### config.mk
export PLATFORM = sky130hd
export DESIGN_NAME = uart_rx_loader
export DESIGN_NICKNAME = d
export VERILOG_FILES = /design/src/rtl/uart_rx_loader.sv
export SDC_FILE = /design/constraint.sdc
export NUM_CORES = 1
export LEC_CHECK = 0
export CELL_PAD_IN_SITES_DETAIL_PLACEMENT = 1
export CELL_PAD_IN_SITES_GLOBAL_PLACEMENT = 1
export CORE_UTILIZATION = 25
export DETAILED_ROUTE_END_ITERATION = 10
export PLACE_DENSITY_LB_ADDON = 0.1
export SLEW_MARGIN = 30
export SYNTH_ARGS = -nofsm -noshare
export SYNTH_HDL_FRONTEND = slang
export SYNTH_SLANG_ARGS = --single-unit
### constraint.sdc
create_clock -name i_clock -period 3.57 [get_ports i_clock]
set_input_delay 0.714 -clock i_clock [delete_from_list [all_inputs] [get_ports i_clock]]
set_output_delay 0.714 -clock i_clock [all_outputs]
set_load 0.02 [all_outputs]
### src/rtl/uart_rx_loader.sv
// UART command loader: decodes command bytes, packs program words into imem, drives CPU run/step.
// Define UART_RX_LOADER_PARITY_CHECK_EN to reject received bytes whose even parity does not match.
module uart_rx_loader #(
  parameter int          ADDR_WIDTH     = 8,
  parameter int          TIMEOUT_CYCLES = 1_000_000,
  parameter logic [31:0] END_WORD       = 32'hFFFF_FFFF
) (
  input  logic                  i_clock,
  input  logic                  i_reset,
  input  logic                  i_rx_done,
  input  logic [7:0]            i_rx_byte,
  input  logic                  i_rx_parity,
  input  logic                  i_cpu_halt,
  output logic                  o_mem_wr_en,
  output logic [ADDR_WIDTH-1:0] o_mem_addr,
  output logic [31:0]           o_mem_data,
  output logic                  o_run,
  output logic                  o_step,
  output logic                  o_busy,
  output logic                  o_error
);

  localparam int TW = $clog2(TIMEOUT_CYCLES + 1);
  localparam logic [TW-1:0] TMO_LAST = TW'(TIMEOUT_CYCLES - 1);
  localparam logic [ADDR_WIDTH-1:0] ADDR_MAX = {ADDR_WIDTH{1'b1}};

  localparam logic [7:0] CMD_LOAD  = 8'h01;
  localparam logic [7:0] CMD_RUN   = 8'h02;
  localparam logic [7:0] CMD_STEP  = 8'h03;
  localparam logic [7:0] CMD_CLEAR = 8'h04;
  localparam logic [7:0] CMD_STOP  = 8'h05;

  typedef enum logic [1:0] {
    S_IDLE,
    S_LOAD,
    S_WRITE,
    S_RUN
  } state_e;

  state_e                state_q, state_d;
  logic [ADDR_WIDTH-1:0] addr_q, addr_d;
  logic [1:0]            idx_q, idx_d;
  logic [TW-1:0]         tmo_q, tmo_d;
  logic [31:0]           word_q, word_d;
  logic                  wr_en_q, wr_en_d;
  logic [ADDR_WIDTH-1:0] maddr_q, maddr_d;
  logic [31:0]           mdata_q, mdata_d;
  logic                  run_q, run_d;
  logic                  step_q, step_d;
  logic                  busy_q, busy_d;
  logic                  err_q, err_d;

  logic par_ok;
  logic rx_ok;
  logic rx_bad;

`ifdef UART_RX_LOADER_PARITY_CHECK_EN
  assign par_ok = ((^i_rx_byte) == i_rx_parity);
`else
  assign par_ok = 1'b1;
`endif

  assign rx_ok  = i_rx_done & par_ok;
  assign rx_bad = i_rx_done & ~par_ok;

  always_comb begin
    state_d = state_q;
    addr_d  = addr_q;
    idx_d   = idx_q;
    tmo_d   = tmo_q;
    word_d  = word_q;
    wr_en_d = 1'b0;
    maddr_d = maddr_q;
    mdata_d = mdata_q;
    run_d   = run_q;
    step_d  = 1'b0;
    err_d   = err_q;
    case (state_q)
      S_IDLE: begin
        if (rx_bad) begin
          err_d = 1'b1;
        end else if (rx_ok) begin
          case (i_rx_byte)
            CMD_LOAD: begin
              state_d = S_LOAD;
              addr_d  = '0;
              idx_d   = '0;
              tmo_d   = '0;
            end
            CMD_RUN: begin
              run_d   = 1'b1;
              state_d = S_RUN;
            end
            CMD_STEP:  step_d = 1'b1;
            CMD_CLEAR: err_d  = 1'b0;
            default:   err_d  = 1'b1;
          endcase
        end
      end
      S_LOAD: begin
        if (rx_bad) begin
          err_d   = 1'b1;
          state_d = S_IDLE;
        end else if (rx_ok) begin
          // An arriving byte beats a same-cycle timeout expiry.
          word_d = {i_rx_byte, word_q[31:8]};
          idx_d  = idx_q + 2'd1;
          tmo_d  = '0;
          if (idx_q == 2'd3) begin
            state_d = S_WRITE;
            wr_en_d = 1'b1;
            maddr_d = addr_q;
            mdata_d = {i_rx_byte, word_q[31:8]};
          end
        end else begin
          tmo_d = tmo_q + TW'(1);
          if (tmo_q == TMO_LAST) begin
            err_d   = 1'b1;
            state_d = S_IDLE;
          end
        end
      end
      S_WRITE: begin
        if (i_rx_done) err_d = 1'b1;
        if (mdata_q == END_WORD) begin
          state_d = S_IDLE;
        end else if (addr_q == ADDR_MAX) begin
          err_d   = 1'b1;
          state_d = S_IDLE;
        end else begin
          addr_d  = addr_q + ADDR_WIDTH'(1);
          idx_d   = '0;
          tmo_d   = '0;
          state_d = S_LOAD;
        end
      end
      S_RUN: begin
        if (rx_bad) err_d = 1'b1;
        if (i_cpu_halt || (rx_ok && i_rx_byte == CMD_STOP)) begin
          run_d   = 1'b0;
          state_d = S_IDLE;
        end
      end
      default: begin
        state_d = S_IDLE;
        run_d   = 1'b0;
        err_d   = 1'b0;
      end
    endcase
    busy_d = (state_d != S_IDLE);
  end

  always_ff @(posedge i_clock or negedge i_reset) begin
    if (!i_reset) begin
      state_q <= S_IDLE;
      addr_q  <= '0;
      idx_q   <= '0;
      tmo_q   <= '0;
      word_q  <= '0;
      wr_en_q <= 1'b0;
      maddr_q <= '0;
      mdata_q <= '0;
      run_q   <= 1'b0;
      step_q  <= 1'b0;
      busy_q  <= 1'b0;
      err_q   <= 1'b0;
    end else begin
      state_q <= state_d;
      addr_q  <= addr_d;
      idx_q   <= idx_d;
      tmo_q   <= tmo_d;
      word_q  <= word_d;
      wr_en_q <= wr_en_d;
      maddr_q <= maddr_d;
      mdata_q <= mdata_d;
      run_q   <= run_d;
      step_q  <= step_d;
      busy_q  <= busy_d;
      err_q   <= err_d;
    end
  end

  assign o_mem_wr_en = wr_en_q;
  assign o_mem_addr  = maddr_q;
  assign o_mem_data  = mdata_q;
  assign o_run       = run_q;
  assign o_step      = step_q;
  assign o_busy      = busy_q;
  assign o_error     = err_q;

endmodule

==> results.sh <==
export IMPL_slew_viol_final=0
export IMPL_post_route_min_period_ns=2.978
export IMPL_cts_sinks=101
export IMPL_fin_area_um2=5814
export IMPL_grt_pass1_vias=3557
export IMPL_grt_pass1_wl_mm=19.69
export IMPL_synth_top_cell_area_share_pct=54.00
export IMPL_cts_max_level=3
export IMPL_path_buf_inv=2
export IMPL_num_vias=3348
export IMPL_ctsRootBufferMaster="clkbuf_16"
export IMPL_powerDensity_nw_per_um2=716.0
export IMPL_synthDistinctLibCells=49
export IMPL_clock_latency_ns=0.35
export IMPL_synth_edf_count=0
export IMPL_cts_buffers_inserted=9
export IMPL_pin_count=58
export IMPL_synthesis_area_um2=4681
export IMPL_syn_nets=428
export IMPL_gr_total_overflow=0
export IMPL_cts_resized_gates=0
export IMPL_status="finished with violations"
export IMPL_diodes=0
export IMPL_placed_area_um2=5543
export IMPL_netlist_instances=408
export IMPL_totalPowerFinal_mw=4.163
export IMPL_routedWlPerCell_um=17.24
export IMPL_worstMarginPinSlew_ns=0.8195
export IMPL_synth_seq_cells=101
export IMPL_violations="DRC"
export IMPL_gp_congestion=0.7544
export IMPL_fmax_mhz=335.8
export IMPL_wl_mm=12.08
export IMPL_layout_commonest_cell="dfrtp_1"
export IMPL_crit_top_cell="or4_1"
export IMPL_start_kind="input port"
export IMPL_cts_setup_buffers=0
export IMPL_cp_required_ns=3.86
export IMPL_hold_ws_ns=0.3307
export IMPL_yosysWarnings=0
export IMPL_fin_crit_sh_pct=83.41
export IMPL_rsz0062_at_grt="no"
export IMPL_vdd_drop_max_mv=0.2995
export IMPL_seq_area_frac_synth_pct=54.00
export IMPL_grt_antenna_before_repair=0
export IMPL_utilization_pct=32.04
export IMPL_final_layout_size_suffix_gt1_share_pct=21.40
export IMPL_die_area_um2=19270
export IMPL_synth_area_top_cells="dfrtp_1 54%, mux2_2 15%, nand3_1 2.4%"
export IMPL_maxCapViolations=0
export IMPL_die_x_um=138.8
export IMPL_cpPeakStageDelay_ns=0.72
export IMPL_grt_max_degree=44
export IMPL_synth_top_area_cell="dfrtp_1"
export IMPL_p_leak_nw=2.476
export IMPL_first_pass_iters=7
export IMPL_finalHoldViolations=0
export IMPL_crit_chain="clkdlybuf4s50_1, or4_1, o31ai_4, and2b_1, o21ai_2, buf_4, or4_1, nand3_1"
export IMPL_setup_viol_count_final=0
export IMPL_drc=2
export IMPL_rows=49
export IMPL_endpoint_kind="flop"
export IMPL_synth_flop_cell="dfrtp_1"
export IMPL_nets=488
export IMPL_cp_max_fo=28
export IMPL_cp_slowest_cell="or4_1"
export IMPL_avgViaCountPerCell=4.776
export IMPL_async_flop_share_pct=100.0
export IMPL_area_growth_pct=24.22
export IMPL_fin_skew_ns=0.01146
export IMPL_dieHeight_um=138.8
export IMPL_clkSlewWorstSetupHoldPaths_ns=0.07
export IMPL_detailed_place_hpwl_mm=8.347
export IMPL_synth_area_per_cell_um2=11.47
export IMPL_min_path_type="input port to asynchronous set/reset pin"
export IMPL_initial_core_util_pct=25.79
export IMPL_crit_type="input port to flop"
export IMPL_clock_path_buffers=2
export IMPL_tns_ns=0
export IMPL_cts_tree="yes"
export IMPL_slew_headroom_pct=44.86
export IMPL_drtAntennaViolNets=0
export IMPL_cts_hold_buf=0
export IMPL_crit_arrival_ns=3.27
export IMPL_gr_usage_all_layers_pct=13.09
export IMPL_io_buffers=56
export IMPL_layout_common_cells="101 x dfrtp_1, 64 x mux2_2, 55 x clkdlybuf4s50_1, 25 x nand2_1"
export IMPL_drt_iter0_drc=133
export IMPL_core_um2=18150
export IMPL_cp_top_family="simple AND/OR/NAND/NOR gates"
==> layout make-up <==
cell class	count	area, µm²
clock buffers	10	229.0
clock inverters	5	42.54
fillers	2009	12330
inverters	10	37.54
multi-input cells	277	2011
flip-flops and latches	101	2527
well taps	229	286.5
repair buffers	69	680.7
==> power by group <==
part	leakage, nW	switching (mW)	internal, mW
clock network	0.135	0.460	0.480
logic	1.01	0.744	0.739
registers	1.33	0.263	1.48
total	2.48	1.47	2.70
==> cell usage after synthesis, drive strengths merged, types with 2 or more instances <==
| cell | n |
|---|---|
| inv | 10 |
| buf | 9 |
| nand4 | 12 |
| clkbuf | 11 |
| nor2b | 2 |
| or4 | 3 |
| nor2 | 22 |
| nand4b | 2 |
| nand3 | 22 |
| o31ai | 11 |
| and4 | 2 |
| nand2 | 25 |
| nand3b | 2 |
| a31oi | 4 |
| nor4 | 5 |
| ha | 7 |
| nand2b | 7 |
| mux2 | 64 |
| or2 | 4 |
| o2111ai | 2 |
| a21oi | 9 |
| o21ai | 35 |
| or3 | 4 |
| o41ai | 5 |
| and2 | 3 |
| xor2 | 4 |
| and3 | 7 |
| dfrtp | 101 |
==> state kept, by name, summed over array words and instances, names as in the netlist <==
signal and flops:
o_mem_data 32, tmo_q 20, o_mem_wr_en 1, o_busy 1, word_q 24, idx_q 2, o_mem_addr 8, o_error 1
addr_q 8, o_run 1, o_step 1, state_q 2
==> through the flow <==
stage | cells | setup WS [ns]
final | 701 | 0.5924
after global routing | 701 | 0.4591
after CTS | 701 | 0.6033
after detailed placement | 686 | 0.2327
after global placement | 686 | 0.2487
after floorplan | 408 | 0.9168
==> routing by layer <==
metal	up-vias	wire length (µm)	share of wire, %	GRT usage (%)
met5	-	0	0	0
met4	0	209	1.7	5.088
met3	13	395	3.3	3.039
met2	42	5497	45	20.31
met1	1688	5980	49	17.66
li1	1605	-	-	-
==> cells by family (layout without fill, tap and decap cells) <==
kind of cell,after synthesis,count (layout),synth area share (%)
buffers and inverters,30,94,3.047
XOR/XNOR,4,4,0.7484
flip-flops,101,101,54.00
AO/OA/AOI/OAI,74,74,10.37
adder cells (fa/ha/maj),7,7,1.871
multiplexers,64,64,15.40
AND/OR/NAND/NOR,128,128,14.57
==> worst paths after layout <==
kind	start	end	slack, ns	cells after the start
worst max-delay path	i_rx_byte[4]	tmo_q[18]	0.59	8
worst min-delay path	i_reset	o_mem_wr_en	0.33	1
worst max register to register	tmo_q[0]	o_mem_data[29]	1.01	8
worst min register to register	o_mem_addr[1]	o_mem_addr[1]	0.48	2
max in group asynchronous	i_reset	o_mem_data[1]	2.49	2
min in group i_clock	o_mem_addr[1]	o_mem_addr[1]	0.48	2
(Power assumes the default switching activity.)
